File: config.mk
export PLATFORM = sky130hd
export DESIGN_NAME = vga_timing_gen
export DESIGN_NICKNAME = d
export VERILOG_FILES = /design/src/rtl/vga_timing_gen.sv
export SDC_FILE = /design/constraint.sdc
export NUM_CORES = 1
export LEC_CHECK = 0
export BUFFER_PORTS_ARGS = -buffer_cell sky130_fd_sc_hd__buf_2
export CORE_AREA = 8 8 129 83
export CTS_BUF_LIST = sky130_fd_sc_hd__clkbuf_2 sky130_fd_sc_hd__clkbuf_4 sky130_fd_sc_hd__clkbuf_8
export DETAILED_ROUTE_END_ITERATION = 10
export DIE_AREA = 0 0 137 91
export GPL_TIMING_DRIVEN = 1
export PLACE_DENSITY = 0.5
export RECOVER_POWER = 100
export SYNTH_ARGS = -nofsm -noshare
export SYNTH_HDL_FRONTEND = slang
export SYNTH_SLANG_ARGS = --single-unit
File: constraint.sdc
create_clock -name clk -period 6.35 [get_ports clk]
set_input_delay 0.3175 -clock clk [delete_from_list [all_inputs] [get_ports clk]]
set_output_delay 0.3175 -clock clk [all_outputs]
set_load 0.02 [all_outputs]
File: src/rtl/vga_timing_gen.sv
// VGA raster timing generator: pixel-rate divider, h/v counters, and registered
// sync / blanking / coordinate outputs decoded from the counters as they update.
module vga_timing_gen #(
   parameter int H_ACTIVE = 640,
   parameter int H_FP     = 16,
   parameter int H_SYNC   = 96,
   parameter int H_BP     = 48,
   parameter int V_ACTIVE = 480,
   parameter int V_FP     = 10,
   parameter int V_SYNC   = 2,
   parameter int V_BP     = 33,
   parameter int CLK_DIV  = 4,
   parameter bit HS_POL   = 1'b0,
   parameter bit VS_POL   = 1'b0,
   parameter int CW       = 10
) (
   input  logic          clk,
   input  logic          reset,
   input  logic          enable,
   output logic          h_sync,
   output logic          v_sync,
   output logic          video_on,
   output logic [CW-1:0] x_loc,
   output logic [CW-1:0] y_loc,
   output logic          pix_tick,
   output logic          line_start,
   output logic          frame_start
);

   localparam int H_TOTAL  = H_ACTIVE + H_FP + H_SYNC + H_BP;
   localparam int V_TOTAL  = V_ACTIVE + V_FP + V_SYNC + V_BP;
   localparam int HS_FIRST = H_ACTIVE + H_FP;
   localparam int HS_LAST  = H_ACTIVE + H_FP + H_SYNC - 1;
   localparam int VS_FIRST = V_ACTIVE + V_FP;
   localparam int VS_LAST  = V_ACTIVE + V_FP + V_SYNC - 1;
   localparam int DW       = (CLK_DIV > 1) ? $clog2(CLK_DIV) : 1;

   localparam logic [DW-1:0] DIV_LAST = DW'(CLK_DIV - 1);
   localparam logic [CW-1:0] H_LAST   = CW'(H_TOTAL - 1);
   localparam logic [CW-1:0] V_LAST   = CW'(V_TOTAL - 1);

   generate
      if (CLK_DIV < 1) begin : g_clk_div_err
         $error("vga_timing_gen: CLK_DIV must be at least 1");
      end
      if ((H_TOTAL - 1) > ((2 ** CW) - 1)) begin : g_h_width_err
         $error("vga_timing_gen: H_TOTAL-1 does not fit in CW bits");
      end
      if ((V_TOTAL - 1) > ((2 ** CW) - 1)) begin : g_v_width_err
         $error("vga_timing_gen: V_TOTAL-1 does not fit in CW bits");
      end
   endgenerate

   logic [DW-1:0] div_q, div_d;
   logic [CW-1:0] h_count_q, h_count_d;
   logic [CW-1:0] v_count_q, v_count_d;
   logic          first_q, first_d;
   logic          h_sync_q, h_sync_d;
   logic          v_sync_q, v_sync_d;
   logic          video_on_q, video_on_d;
   logic [CW-1:0] x_loc_q, x_loc_d;
   logic [CW-1:0] y_loc_q, y_loc_d;
   logic          pix_tick_q, pix_tick_d;
   logic          line_start_q, line_start_d;
   logic          frame_start_q, frame_start_d;

   logic          tick;
   logic          h_wrap;
   logic          v_wrap;
   logic          h_vis;
   logic          v_vis;

   assign tick   = enable && (div_q == DIV_LAST);
   assign h_wrap = (h_count_q == H_LAST);
   assign v_wrap = (v_count_q == V_LAST);

   // The first tick after reset presents (0,0) itself instead of advancing, so
   // the raster starts at the origin and the first frame_start comes at the wrap.
   always_comb begin
      div_d         = div_q;
      h_count_d     = h_count_q;
      v_count_d     = v_count_q;
      first_d       = first_q;
      pix_tick_d    = 1'b0;
      line_start_d  = 1'b0;
      frame_start_d = 1'b0;
      if (enable) begin
         div_d = (div_q == DIV_LAST) ? '0 : div_q + DW'(1);
      end
      if (tick) begin
         pix_tick_d = 1'b1;
         if (first_q) begin
            first_d = 1'b0;
         end else begin
            h_count_d = h_wrap ? '0 : h_count_q + CW'(1);
            if (h_wrap) begin
               v_count_d = v_wrap ? '0 : v_count_q + CW'(1);
            end
            line_start_d  = h_wrap;
            frame_start_d = h_wrap && v_wrap;
         end
      end
   end

   assign h_vis = (h_count_d < CW'(H_ACTIVE));
   assign v_vis = (v_count_d < CW'(V_ACTIVE));

   // Level outputs only change on a tick, decoded from the counters being loaded.
   always_comb begin
      h_sync_d   = h_sync_q;
      v_sync_d   = v_sync_q;
      video_on_d = video_on_q;
      x_loc_d    = x_loc_q;
      y_loc_d    = y_loc_q;
      if (tick) begin
         h_sync_d   = ((h_count_d >= CW'(HS_FIRST)) && (h_count_d <= CW'(HS_LAST)))
                      ? HS_POL : ~HS_POL;
         v_sync_d   = ((v_count_d >= CW'(VS_FIRST)) && (v_count_d <= CW'(VS_LAST)))
                      ? VS_POL : ~VS_POL;
         video_on_d = h_vis && v_vis;
         x_loc_d    = (h_vis && v_vis) ? h_count_d : '0;
         y_loc_d    = (h_vis && v_vis) ? v_count_d : '0;
      end
   end

   always_ff @(posedge clk) begin
      if (reset) begin
         div_q         <= '0;
         h_count_q     <= '0;
         v_count_q     <= '0;
         first_q       <= 1'b1;
         h_sync_q      <= ~HS_POL;
         v_sync_q      <= ~VS_POL;
         video_on_q    <= 1'b0;
         x_loc_q       <= '0;
         y_loc_q       <= '0;
         pix_tick_q    <= 1'b0;
         line_start_q  <= 1'b0;
         frame_start_q <= 1'b0;
      end else begin
         div_q         <= div_d;
         h_count_q     <= h_count_d;
         v_count_q     <= v_count_d;
         first_q       <= first_d;
         h_sync_q      <= h_sync_d;
         v_sync_q      <= v_sync_d;
         video_on_q    <= video_on_d;
         x_loc_q       <= x_loc_d;
         y_loc_q       <= y_loc_d;
         pix_tick_q    <= pix_tick_d;
         line_start_q  <= line_start_d;
         frame_start_q <= frame_start_d;
      end
   end

   assign h_sync      = h_sync_q;
   assign v_sync      = v_sync_q;
   assign video_on    = video_on_q;
   assign x_loc       = x_loc_q;
   assign y_loc       = y_loc_q;
   assign pix_tick    = pix_tick_q;
   assign line_start  = line_start_q;
   assign frame_start = frame_start_q;

endmodule

Word-level counts from Yosys, hierarchy flattened
Index checks and enable logic that the tools add are counted.
Cells by class
  equality and inequality tests: 3
  $lt $le $gt $ge: 6
  muxes and demuxes: 13
  reductions and logical operators: 6
  $add $sub $neg: 3
  bitwise logic cells: 1
Operator list (number)
  $mux 10: 9
  $add 10x1->10 const B: 2
  $eq 10x10->1 const B: 2
  $ge 10x10->1 const B: 1
  $ge 10x9->1 const B: 1
  $le 10x10->1 const B: 1
  $le 10x9->1 const B: 1
  $lt 10x10->1 const B: 1
  $lt 10x9->1 const B: 1
  $logic_and 1x1->1: 5
  $mux 1: 3
  $reduce_or 3->1: 1
  $add 2x1->2 const B: 1
  $eq 2x2->1 const B: 1
  $mux 2: 1
  $not 1->1: 1
Word-level totals
  output and inout bits: 26
  input port bits: 3
  flip-flop bits (word level): 49
  logic and storage cells: 44

Longest topological paths before layout
Gate-level depths: netlist of the first run.
  depth in word-level cells: 8
  depth in mapped cells: 9
  gate-level depth less buffers: 8

Worst setup path before layout of the first run
Ideal clock, no wire load.
  path kind: reg-to-reg
  start point: register h_count_q[1]
  end point: register y_loc_q[8], in the netlist y_loc[8]
  library setup time: 0.135 ns
  arrival time: 2.184 ns
  cell stages (with the launch flop): 9
  path slack: 4.030 ns
  required time: 6.215 ns
  cell sequence: dfxtp_1 ha_1 nand4_2 or4_4 nor3_2 xnor2_1 o41ai_4 buf_6 o31ai_1
Between the ends
  cells in the longest elaborated chain, start to end: 7
  elaborated cells between the ends (all ways): 12
  classes of those cells: add/sub: 1; order compare: 2; eq/ne: 1; mux: 7; reduce/logical: 1
Ends and longest elaborated chain
  start: declaration: line 55  | logic [CW-1:0] h_count_q, h_count_d;
  start signal: assignment: line 142  | h_count_q <= h_count_d;
  $add 10x1->10 or $eq 10x10->1 (tied branches): line 95, 74
  $mux 10, on equally long branches: line 95, 96
  $mux 10: line 92  | if (first_q) begin
  $mux 10: line 90  | if (tick) begin
  $lt 10x10->1 or $lt 10x9->1 (tied branches): line 105, 106
  $logic_and 1x1->1: line 122  | y_loc_d = (h_vis && v_vis) ? v_count_d : '0;
  $mux 10 (*): line 122
  end signal: assignment: line 149  | y_loc_q <= y_loc_d;
  end: declaration: line 62  | logic [CW-1:0] y_loc_q, y_loc_d;
Mark *: on every way between the ends. The rest lies on a longest branch, timed or not.
A chain may end at the register's enable or synchronous reset.

Worst setup path in the final report of the first run
  start point: register h_count_q[1]
  end point: register x_loc_q[6], in the netlist x_loc[6]
Between the ends
  cells in the longest elaborated chain, start to end: 7
  elaborated cells between the ends (all ways): 12
  classes of those cells: add/sub: 1; order compare: 2; eq/ne: 1; mux: 7; reduce/logical: 1
Ends and longest elaborated chain
  $add 10x1->10 or $eq 10x10->1 (tied branches): line 95, 74
  $mux 10, on equally long branches: line 95, 96
  $mux 10: line 92
  $mux 10: line 90
  $lt 10x10->1 or $lt 10x9->1 (tied branches): line 105, 106
  $logic_and 1x1->1: line 121  | x_loc_d = (h_vis && v_vis) ? h_count_d : '0;
  $mux 10 (*): line 121
  end signal: assignment: line 148  | x_loc_q <= x_loc_d;
  end: declaration: line 61  | logic [CW-1:0] x_loc_q, x_loc_d;
Marks and branches as above.

==> qor.yml, run 1 <==
status: "finished, violations left"
violations: "max-capacitance violations, max-slew violations"
final_nets: 312
required_ps: 6500
synth_simple_gate_area_share_pct: 30.92
root_buffer: "clkbuf_8"
max_freq_mhz: 241.9
cts_buffers: 5
placed_cell_area_um2: 2695
holdBufCountCts: 0
netlist_instances: 287
synth_fa_ha_area_share_pct: 1.960
clk_pin_slew_ps: 90
grt_max_degree: 23
rsz0062_at_grt: "no"
synth_seq_area_share_pct: 38.41
cp_max_fo: 20
syn_area_um2: 2554
route.detailed.drc: 0
cts_resized: 0
mostFrequentLayoutCells: "49 x dfxtp_1, 39 x nand2_1, 32 x nor2_1"
start_util_pct: 28.85
fin_util_pct: 30.63
core-area_um2: 8851
synth_ff_type: "dfxtp_1"
startpoint: "h_count_q[1]$_SDFF_PP0_"
critPathCaptureType: "register"
io-pin-count: 29
ys_ff_latch: 49
synth_compound_area_share_pct: 16.07
reg2reg_from: "h_count_q[1]$_SDFF_PP0_"
grt_pass1_wl_um: 10760
cts_sinks: 49
layout_commonest_cell: "dfxtp_1"
wirelength_um: 6658
final_area_um2: 2711
cap_viol_max_count: 1
fin_skew_ps: 10.14
leakagePower_nw: 0.9472
synth_nets: 294
portBuffers: 28
floorplan.die_area_um2: 12470
antenna_cells: 0
clock_latency_ps: 320
worstHoldStart: "enable"
finalCritPeriodShare_pct: 65.11
setup_viol: 0
die_w_um: 137
drtAntennaViolNets: 0
htreeDepth: 2
grt_antenna_before_repair: 0
post-dp-hpwl_um: 5035
avgSynthCellArea_um2: 8.898
worst_slew_pin_slew_ps: 1777
finalHoldViolations: 0
crit_type: "register to register"
clk_path_buf_depth: 2
grtUsageTotal_pct: 11.06
synthMuxAreaShare_pct: 0.7839
first_global_vias: 1947
synth_edf_count: 0
drt_first_pass_iters: 4
avgRoutedWirePerCell_um: 15.78
async_reset_ff_share_pct: 0
ir_drop_v: 0.00006945
min_period_ps: 4135
drv_slew: 14
drt_first_iter_violations: 114
drive_gt1_share_pct: 6.863
tns_ps: 0
gr-total-overflow: 0
synth_top_family_by_area: "simple AND/OR/NAND/NOR gates"
synth_cell_types: 61
worstPathArrival_ps: 4290
die_height_um: 91
critPathLaunchType: "register"
yosysWarnings: 0
num_rows: 27
viasPerCell: 4.967
cts_setup_buffers: 0
relSlewSlack_pct: -19.55
powerDensity_nw_per_um2: 189.4
vias: 2096
area_growth_pct: 6.173
synth-xor-area-share_pct: 5.488
cts_tree: "built"
hp-class: "primary input to register"
gp_congestion: 0.8837
synth_stat cells, types with 5 or more instances:
cell      instances  share of area (%)
a21oi_1           7                1.4
xor2_1           11                3.8
nand3_1           8                1.6
nor2_1           32                4.7
clkbuf_1          5               0.74
o31ai_1           9                2.6
a31oi_1           6                1.5
nor3_1            8                1.6
xnor2_1           5                1.7
nand4_1           5                1.2
dfxtp_1          49                 38
nand2_1          39                5.7
o21ai_0           8                1.6
nor4_1            6                1.5
through the flow:
step	hold WS (ps)	worst slack (ps)	power, mW	instances
after floorplan	464.6	4030	0.3272	287
after global placement	430.1	3239	0.3308	414
after detailed placement	430.0	3089	0.3309	414
after CTS	365.3	3092	0.5208	422
after global routing	407.0	1629	0.5384	422
final	370.3	2215	0.5134	422
flip-flops by register name, indices dropped and copies added, names as in the netlist:
name and cells:
x_loc 10, video_on 1, frame_start 1, h_count_q 10
y_loc 10, line_start 1, first_q 1, div_q 2
h_sync 1, v_count_q 10, v_sync 1, pix_tick 1
metal layers:
metal	wire (um)	vias to the layer above	track usage [%]
met5	0	-	0
met4	75	0	2.970
met3	710	8	4.675
met2	2161	61	12.18
met1	3711	959	17.75
li1	-	1068	-
area by class of cell:
| class | count | area [um^2] |
|---|---|---|
| Sequential cell | 49 | 980.9 |
| Tap cell | 116 | 145.1 |
| Clock inverter | 3 | 22.52 |
| Clock buffer | 5 | 68.82 |
| Inverter | 3 | 11.26 |
| Multi-Input combinational cell | 217 | 1371 |
| Fill cell | 979 | 6140 |
| Timing Repair Buffer | 29 | 111.4 |
worst paths after layout:
kind	to	slack (ps)	cells past startpoint
hold reg to reg	video_on$_SDFFE_PP0P_	460	2
hold / removal	div_q[0]$_SDFFE_PP0P_	370	3
setup reg to reg	x_loc[6]$_SDFFE_PP0P_	2220	6
setup / recovery	x_loc[6]$_SDFFE_PP0P_	2220	6
worst max-delay path: stages (launching register included):
cell and delay, ps:
dfxtp_1 400, ha_1 210, nand4_1 320, nor4_1 1440
a31oi_1 440, o41ai_4 950, o21ai_0 220
kinds of logic after synthesis:
logic type	after synthesis
DFF	49
AOI/OAI and AO/OA	55
xor gates and xnor gates	16
adders and majority gates	4
buffers and inverters	21
muxes	2
and+or+nand+nor	140
power breakdown:
part	leakage [nW]	switching, mW	internal, mW
sequential	0.395	0.00125	0.309
combinational	0.504	0.00935	0.00361
clock	0.0481	0.112	0.0784
Note: power is estimated with default switching activity, not from simulation.
==> run 2: changes to the inputs <==
Settings changed: ABC_AREA from default to 1, CORE_AREA 8 8 129 83 to 8 8 127 82, DIE_AREA 0 0 137 91 to 0 0 135 90, PLACE_DENSITY 0.5 to 0.52.
Clock period 6.35 ns to 3.6 ns, I/O delays scaled along.
==> qor.yml, run 2 <==
status: "completed"  # was finished, violations left
gr-total-overflow: 0  # unchanged
synth_ff_type: "dfxtp_1"  # unchanged
yosysTopAreaCellShare_pct: 39.18  # was 38.41%
cts_resized: 0  # unchanged
yosysWarnings: 0  # unchanged
syn_area_um2: 2504  # was 2554 um^2
ir_drop_v: 0.0001452  # was 0.00006945 V
viasPerCell: 4.770  # was 4.967
min_path_cells: 2  # was 3
floorplan.die_area_um2: 12150  # was 12470 um^2
met1_usage_pct: 17.59  # was 17.75%
route.detailed.drc: 0  # unchanged
reg2reg_from: "div_q[0]$_SDFFE_PP0P_"  # was h_count_q[1]$_SDFF_PP0_
grt_pass1_wl_um: 11440  # was 10760 um
critPathCaptureType: "register"  # unchanged
root_buffer: "clkbuf_8"  # unchanged
drv_slew: 0  # was 14
post-dp-hpwl_um: 5292  # was 5035 um
area_growth_pct: 11.89  # was 6.173%
cp_common_cell: "nand2_1"
power_frac_comb_pct: 2.6  # was 2.5%
slowest_delay_ps: 360  # was 1440 ps
first_global_vias: 2233  # was 1947
powerDensity_nw_per_um2: 375.0  # was 189.4 nW/um^2
start_util_pct: 28.73  # was 28.85%
drt_first_iter_violations: 217  # was 114
final_nets: 391  # was 312
grtUsageTotal_pct: 11.62  # was 11.06%
synth_most_common_cell: "nand2_1"  # was dfxtp_1
cts_tree: "built"  # unchanged
antenna_cells: 0  # unchanged
drive_gt1_share_pct: 9.610  # was 6.863%
worstPathArrival_ps: 3020  # was 4290 ps
whs_endpoint: "div_q[1]$_SDFFE_PP0P_"  # was div_q[0]$_SDFFE_PP0P_
grt_antenna_before_repair: 0  # unchanged
yosys-top-cells-area: "dfxtp_1 39%, nand2_1 15%, nor2_1 7.2%, nand4_1 5.7%, nand3_1 4.0%"  # was dfxtp_1 38%, nand2_1 5.7%, nor2_1 4.7%, xor2_1 3.8%, o31ai_1 2.6%
synth_edf_count: 0  # unchanged
cp_slowest_cell: "dfxtp_1"  # was nor4_1
p_clk_share_pct: 45.3  # was 37.1%
swShare_pct: 21.24  # was 23.92%
cts_sinks: 49  # unchanged
reg2regPathDepth: 14  # was 6
cts_setup_buffers: 0  # unchanged
finalHoldViolations: 0  # unchanged
vias: 2390  # was 2096
cap_viol_max_count: 0  # was 1
clk_pin_slew_ps: 100  # was 90 ps
ys_ff_latch: 49  # unchanged
crit_chain: "ha_1 -> nand2_1 -> clkinv_2 -> nand2_1 -> nor2_1 -> clkinv_1 -> nor2_1 -> nand3_1 -> nand2_1 -> nand2_1 -> nor2_2 -> nand2_2 -> nand2_2 -> o21ai_0"  # was ha_1 -> nand4_1 -> nor4_1 -> a31oi_1 -> o41ai_4 -> o21ai_0
wirelength_um: 6878  # was 6658 um
mostFrequentLayoutCells: "102 x nand2_1, 51 x nor2_1, 49 x dfxtp_1"  # was 49 x dfxtp_1, 39 x nand2_1, 32 x nor2_1
layout_commonest_cell: "nand2_1"  # was dfxtp_1
p_int_mw: 0.8274  # was 0.3906 mW
cp_max_fo: 22  # was 20
power_frac_seq_pct: 52.1  # was 60.4%
synth_top_area_cell: "dfxtp_1"  # unchanged
worst_slew_pin_slew_ps: 1273  # was 1777 ps
num-fill-cells: 971  # was 979
avgRoutedWirePerCell_um: 13.73  # was 15.78 um
rrSetupSlack_ps: 780  # was 2220 ps
htreeDepth: 2  # unchanged
finalCritPeriodShare_pct: 78.28  # was 65.11%
cts_buffers: 5  # unchanged
portBuffers: 28  # unchanged
clk_path_buf_depth: 2  # unchanged
netlist_instances: 357  # was 287
drt_first_pass_iters: 5  # was 4
worstHoldStart: "enable"  # unchanged
required_ps: 3800  # was 6500 ps
clock_latency_ps: 320  # about the same
critPathLaunchType: "register"  # unchanged
num_rows: 27  # unchanged
crit_type: "register to register"  # unchanged
die_height_um: 90  # was 91 um
min_period_ps: 2818  # was 4135 ps
synth_nets: 364  # was 294
core-area_um2: 8716  # was 8851 um^2
p_switching_mw: 0.2231  # was 0.1228 mW
die_w_um: 135  # was 137 um
relSlewSlack_pct: 15.15  # was -19.55%
use_met3_pct: 3.667  # was 4.675%
synth_seq_area_share_pct: 39.18  # was 38.41%
tns_ps: 0  # unchanged
holdBufCountCts: 0  # unchanged
leakagePower_nw: 1.132  # was 0.9472 nW
setup_viol: 0  # unchanged
fin_skew_ps: 8.527  # was 10.14 ps
rr_endpoint: "x_loc[7]$_SDFFE_PP0P_"  # was x_loc[6]$_SDFFE_PP0P_
ys_top_cells_by_count: "99 x nand2_1, 49 x dfxtp_1, 48 x nor2_1"  # was 49 x dfxtp_1, 39 x nand2_1, 32 x nor2_1
drtAntennaViolNets: 0  # unchanged
rsz0062_at_grt: "no"  # unchanged
gp_congestion: 0.9176  # was 0.8837
synth_cell_types: 31  # was 61
grt_max_degree: 26  # was 23
async_reset_ff_share_pct: 0  # unchanged
fin_util_pct: 32.14  # was 30.63%
grt.busiest_layer: "met1"  # unchanged
globalRouteMet2Util_pct: 15.52  # was 12.18%
max_freq_mhz: 354.8  # was 241.9 MHz
avgSynthCellArea_um2: 7.013  # was 8.898 um^2
io-pin-count: 29  # unchanged
hp-class: "primary input to register"  # unchanged
==> run 2: changes by cell type after synthesis, sizes merged, moves of 5 or more <==
cell / delta
nor4: -7
xor2: -9
o41ai: -5
nor2: +28
nand3: +17
nand4: +17
inv: +32
nand2: +69
o31ai: -10
buf: -5
a31oi: -6
==> run 2: logic make-up (layout without fill, tap and decap cells) <==
logic type | count (synthesis) | in the layout | share of synthesized area, %
DFF | 49 | 49 | 39.18
adders and majority gates | 4 | 4 | 1.999
AOI/OAI and AO/OA | 29 | 29 | 6.097
buffers and inverters | 48 | 76 | 8.095
and+or+nand+nor | 223 | 223 | 43.23
xor gates and xnor gates | 4 | 4 | 1.400
==> run 2: critical path, delay by kind of cell, from the launching register on <==
kind	cells	cell delay, ps
flops	1	360
compound gates	1	90
fa+ha+maj	1	160
buf+inv	2	450
simple gates	10	1630
==> run 2: metal layers <==
layer  wire length, um  part of all wire, %
met1              3666                   53
met2              2673                   39
met3               491                  7.1
met4                48                 0.70
met5                 0                    0
==> run 2: how the worst max path moves through the flow <==
stage                                 start                     to  slack (ps)  cells past startpoint
detailed placement    div_q[0]$_SDFFE_PP0P_  x_loc[7]$_SDFFE_PP0P_        1250                     14
global route          div_q[0]$_SDFFE_PP0P_  video_on$_SDFFE_PP0P_         530                     14
global placement      div_q[0]$_SDFFE_PP0P_  x_loc[3]$_SDFFE_PP0P_        1330                     12
CTS                   div_q[0]$_SDFFE_PP0P_  x_loc[7]$_SDFFE_PP0P_        1220                     14
floorplan           h_count_q[0]$_SDFF_PP0_  y_loc[0]$_SDFFE_PP0P_        1780                     15
finish                div_q[0]$_SDFFE_PP0P_  x_loc[7]$_SDFFE_PP0P_         780                     14
==> run 2: final cells by class <==
cell class / count / area (um^2) / area share [%]
well taps: 116 / 145.1 / 5.181
flip-flops and latches: 49 / 980.9 / 35.02
repair buffers: 29 / 113.9 / 4.064
clock buffers: 5 / 68.82 / 2.456
inverters: 39 / 147.6 / 5.270
multi-input cells: 260 / 1280 / 45.69
clock inverters: 3 / 65.06 / 2.322
==> run 2: through the flow <==
stage	instance area (um^2)	total power, mW	std cells	hold WS (ps)	worst slack (ps)
floorplan	2504	0.5799	357	275.4	1783
global placement	2741	0.5891	493	430.6	1326
detailed placement	2741	0.5898	493	427.3	1254
CTS	2875	1.062	501	120.0	1222
global route	2801	1.086	501	105.7	534.8
finish	2801	1.050	501	99.61	781.8
==> run 2: power by group through the flow <==
stage / Combinational, mW / Clock [mW] / Sequential [mW]
2_1_floorplan: 0.0192 / 0 / 0.561
3_3_place_gp: 0.0291 / 0 / 0.560
3_5_place_dp: 0.0297 / 0 / 0.560
4_1_cts: 0.0297 / 0.484 / 0.547
5_1_grt: 0.0311 / 0.507 / 0.548
6_report: 0.0273 / 0.476 / 0.547
==> run 3: changes to the inputs <==
Settings changed: PLACE_DENSITY 0.52 to 0.5.
Clock period 3.6 ns to 2.7 ns, I/O delays scaled along.
==> qor.yml, run 3 (synthesis gave the netlist of run 2 again) <==
min_period_ps: 2350  # was 2818 ps
cts_tree: "built"  # unchanged
powerDensity_nw_per_um2: 473.3  # was 375.0 nW/um^2
ir_drop_v: 0.0001458  # was 0.0001452 V
avgRoutedWirePerCell_um: 13.92  # was 13.73 um
crit_type: "register to register"  # unchanged
die_w_um: 135  # unchanged
clk_path_buf_depth: 2  # unchanged
floorplan.die_area_um2: 12150  # unchanged
p_int_mw: 1.038  # was 0.8274 mW
drv_slew: 0  # unchanged
rrSetupSlack_ps: 350  # was 780 ps
cap_viol_max_count: 0  # unchanged
total_power_mw: 1.330  # was 1.050 mW
grtUsageTotal_pct: 12.06  # was 11.62%
fin_util_pct: 32.23  # was 32.14%
reg2reg_from: "h_count_q[0]$_SDFF_PP0_"  # was div_q[0]$_SDFFE_PP0P_
io-pin-count: 29  # unchanged
clk_pin_slew_ps: 100  # about the same
finalCritPeriodShare_pct: 87.03  # was 78.28%
htreeDepth: 2  # unchanged
worst_slew_pin_slew_ps: 1368  # was 1273 ps
grt_max_degree: 26  # unchanged
drt_first_iter_violations: 219  # was 217
worstHoldStart: "enable"  # unchanged
route.detailed.drc: 0  # unchanged
finalHoldViolations: 0  # unchanged
final_area_um2: 2809  # was 2801 um^2
grt_pass1_wl_um: 11630  # was 11440 um
critPathCaptureType: "register"  # unchanged
first_global_vias: 2220  # was 2233
post-dp-hpwl_um: 5445  # was 5292 um
min_path_cells: 2  # unchanged
area_growth_pct: 12.19  # was 11.89%
placedCellCount: 497  # was 493
tns_ps: 0  # unchanged
swShare_pct: 21.92  # was 21.24%
cp_slowest_cell: "dfxtp_1"  # unchanged
cts_sinks: 49  # unchanged
fin_skew_ps: 9.425  # was 8.527 ps
portBuffers: 28  # unchanged
cp_max_fo: 8  # was 22
rr_endpoint: "v_sync$_SDFFE_PP1P_"  # was x_loc[7]$_SDFFE_PP0P_
core-area_um2: 8716  # unchanged
placed_cell_area_um2: 2771  # was 2741 um^2
slowest_delay_ps: 380  # was 360 ps
drtAntennaViolNets: 0  # unchanged
whs_endpoint: "div_q[1]$_SDFFE_PP0P_"  # unchanged
power_frac_seq_pct: 54.9  # was 52.1%
root_buffer: "clkbuf_8"  # unchanged
antenna_cells: 0  # unchanged
seq_area_um2: 980.9  # unchanged
critPathLaunchType: "register"  # unchanged
crit_chain: "ha_1 -> nand2_1 -> nor2_8 -> nand3_1 -> nor2_4 -> nand2_1 -> o21ai_0 -> clkbuf_1 -> inv_1 -> nand2_1 -> nand3b_1 -> nor2_1 -> nor2_1"  # was ha_1 -> nand2_1 -> clkinv_2 -> nand2_1 -> nor2_1 -> clkinv_1 -> nor2_1 -> nand3_1 -> nand2_1 -> nand2_1 -> nor2_2 -> nand2_2 -> nand2_2 -> o21ai_0
cp_top_family: "simple AND/OR/NAND/NOR gates"  # unchanged
reg2regPathDepth: 13  # was 14
power_frac_comb_pct: 3.0  # was 2.6%
status: "completed"  # unchanged
cp_common_cell: "nand2_1"  # unchanged
cts_resized: 0  # unchanged
stdcell_count: 505  # was 501
clock_latency_ps: 310  # was 320 ps
max_freq_mhz: 425.6  # was 354.8 MHz
drive_gt1_share_pct: 9.769  # was 9.610%
cts_setup_buffers: 0  # unchanged
setup_viol: 0  # unchanged
p_clk_share_pct: 42.1  # was 45.3%
num_rows: 27  # unchanged
layout_commonest_cell: "nand2_1"  # unchanged
critPathBufInv: 2  # unchanged
leakagePower_nw: 1.155  # was 1.132 nW
cts_buffers: 5  # unchanged
vias: 2319  # was 2390
die_height_um: 90  # unchanged
grt_antenna_before_repair: 0  # unchanged
required_ps: 2910  # was 3800 ps
p_switching_mw: 0.2915  # was 0.2231 mW
final_nets: 395  # was 391
gr-total-overflow: 0  # unchanged
start_util_pct: 28.73  # unchanged
mostFrequentLayoutCells: "101 x nand2_1, 52 x nor2_1, 49 x dfxtp_1"  # was 102 x nand2_1, 51 x nor2_1, 49 x dfxtp_1
num-fill-cells: 951  # was 971
wirelength_um: 7031  # was 6878 um
gp_congestion: 0.9508  # was 0.9176
drt_first_pass_iters: 4  # was 5
worstPathArrival_ps: 2560  # was 3020 ps
viasPerCell: 4.592  # was 4.770
rsz0062_at_grt: "no"  # unchanged
holdBufCountCts: 0  # unchanged
multi_input_area_um2: 1282  # was 1280 um^2
relSlewSlack_pct: 8.801  # was 15.15%
hp-class: "primary input to register"  # unchanged
==> run 3: changes by cell type in the layout (fill, tap and decap cells not counted), moves of 2 or more <==
cell / change
nor2_4: +2
nand3_1: +2
nor2_2: -3
inv_2: +2
clkbuf_1: +3
nand2_4: +2
==> run 3: per-stage QoR <==
step           hold WS (ps)  setup slack, ps
2_1_floorplan         230.4            883.4
3_3_place_gp          405.9            413.2
3_5_place_dp          412.8            410.5
4_1_cts               66.38            381.5
5_1_grt               85.28            37.37
6_report              77.33            350.2
==> run 3: layer usage <==
metal  routed length, um  track usage [%]
met1                4034            18.68
met2                2594            15.27
met3                 336            3.556
met4                  66            3.036
met5                   0                0
==> run 3: worst max path at each step <==
stage	slack [ps]	cells past startpoint	to	from
floorplan	880	15	y_loc[0]$_SDFFE_PP0P_	h_count_q[0]$_SDFF_PP0_
global placement	410	14	x_loc[8]$_SDFFE_PP0P_	div_q[0]$_SDFFE_PP0P_
detailed placement	410	14	x_loc[7]$_SDFFE_PP0P_	div_q[0]$_SDFFE_PP0P_
CTS	380	14	y_loc[1]$_SDFFE_PP0P_	div_q[0]$_SDFFE_PP0P_
global route	40	11	x_loc[2]$_SDFFE_PP0P_	h_count_q[0]$_SDFF_PP0_
finish	350	13	v_sync$_SDFFE_PP1P_	h_count_q[0]$_SDFF_PP0_
==> run 3: cell type report <==
cell class	instances	share of cell area, %
multi-input cells	260	45.66
flip-flops and latches	49	34.92
inverters	39	5.256
well taps	116	5.167
repair buffers	33	4.722
clock buffers	6	2.940
clock inverters	2	1.336
==> run 3: power by group through the flow <==
stage	Clock [mW]	Combinational, mW	Sequential, mW
finish	0.559	0.0401	0.730
global route	0.609	0.0445	0.731
CTS	0.581	0.0420	0.730
detailed placement	0	0.0421	0.747
global placement	0	0.0409	0.747
floorplan	0	0.0256	0.748
==> run 3: worst register-to-register path: cells and delay by family, from the launching register on <==
kind                       cells  cell delay, ps
buffers and inverters          2             300
and+or+nand+nor                9            1300
AOI/OAI and AO/OA              1              70
DFF                            1             380
adders and majority gates      1             210
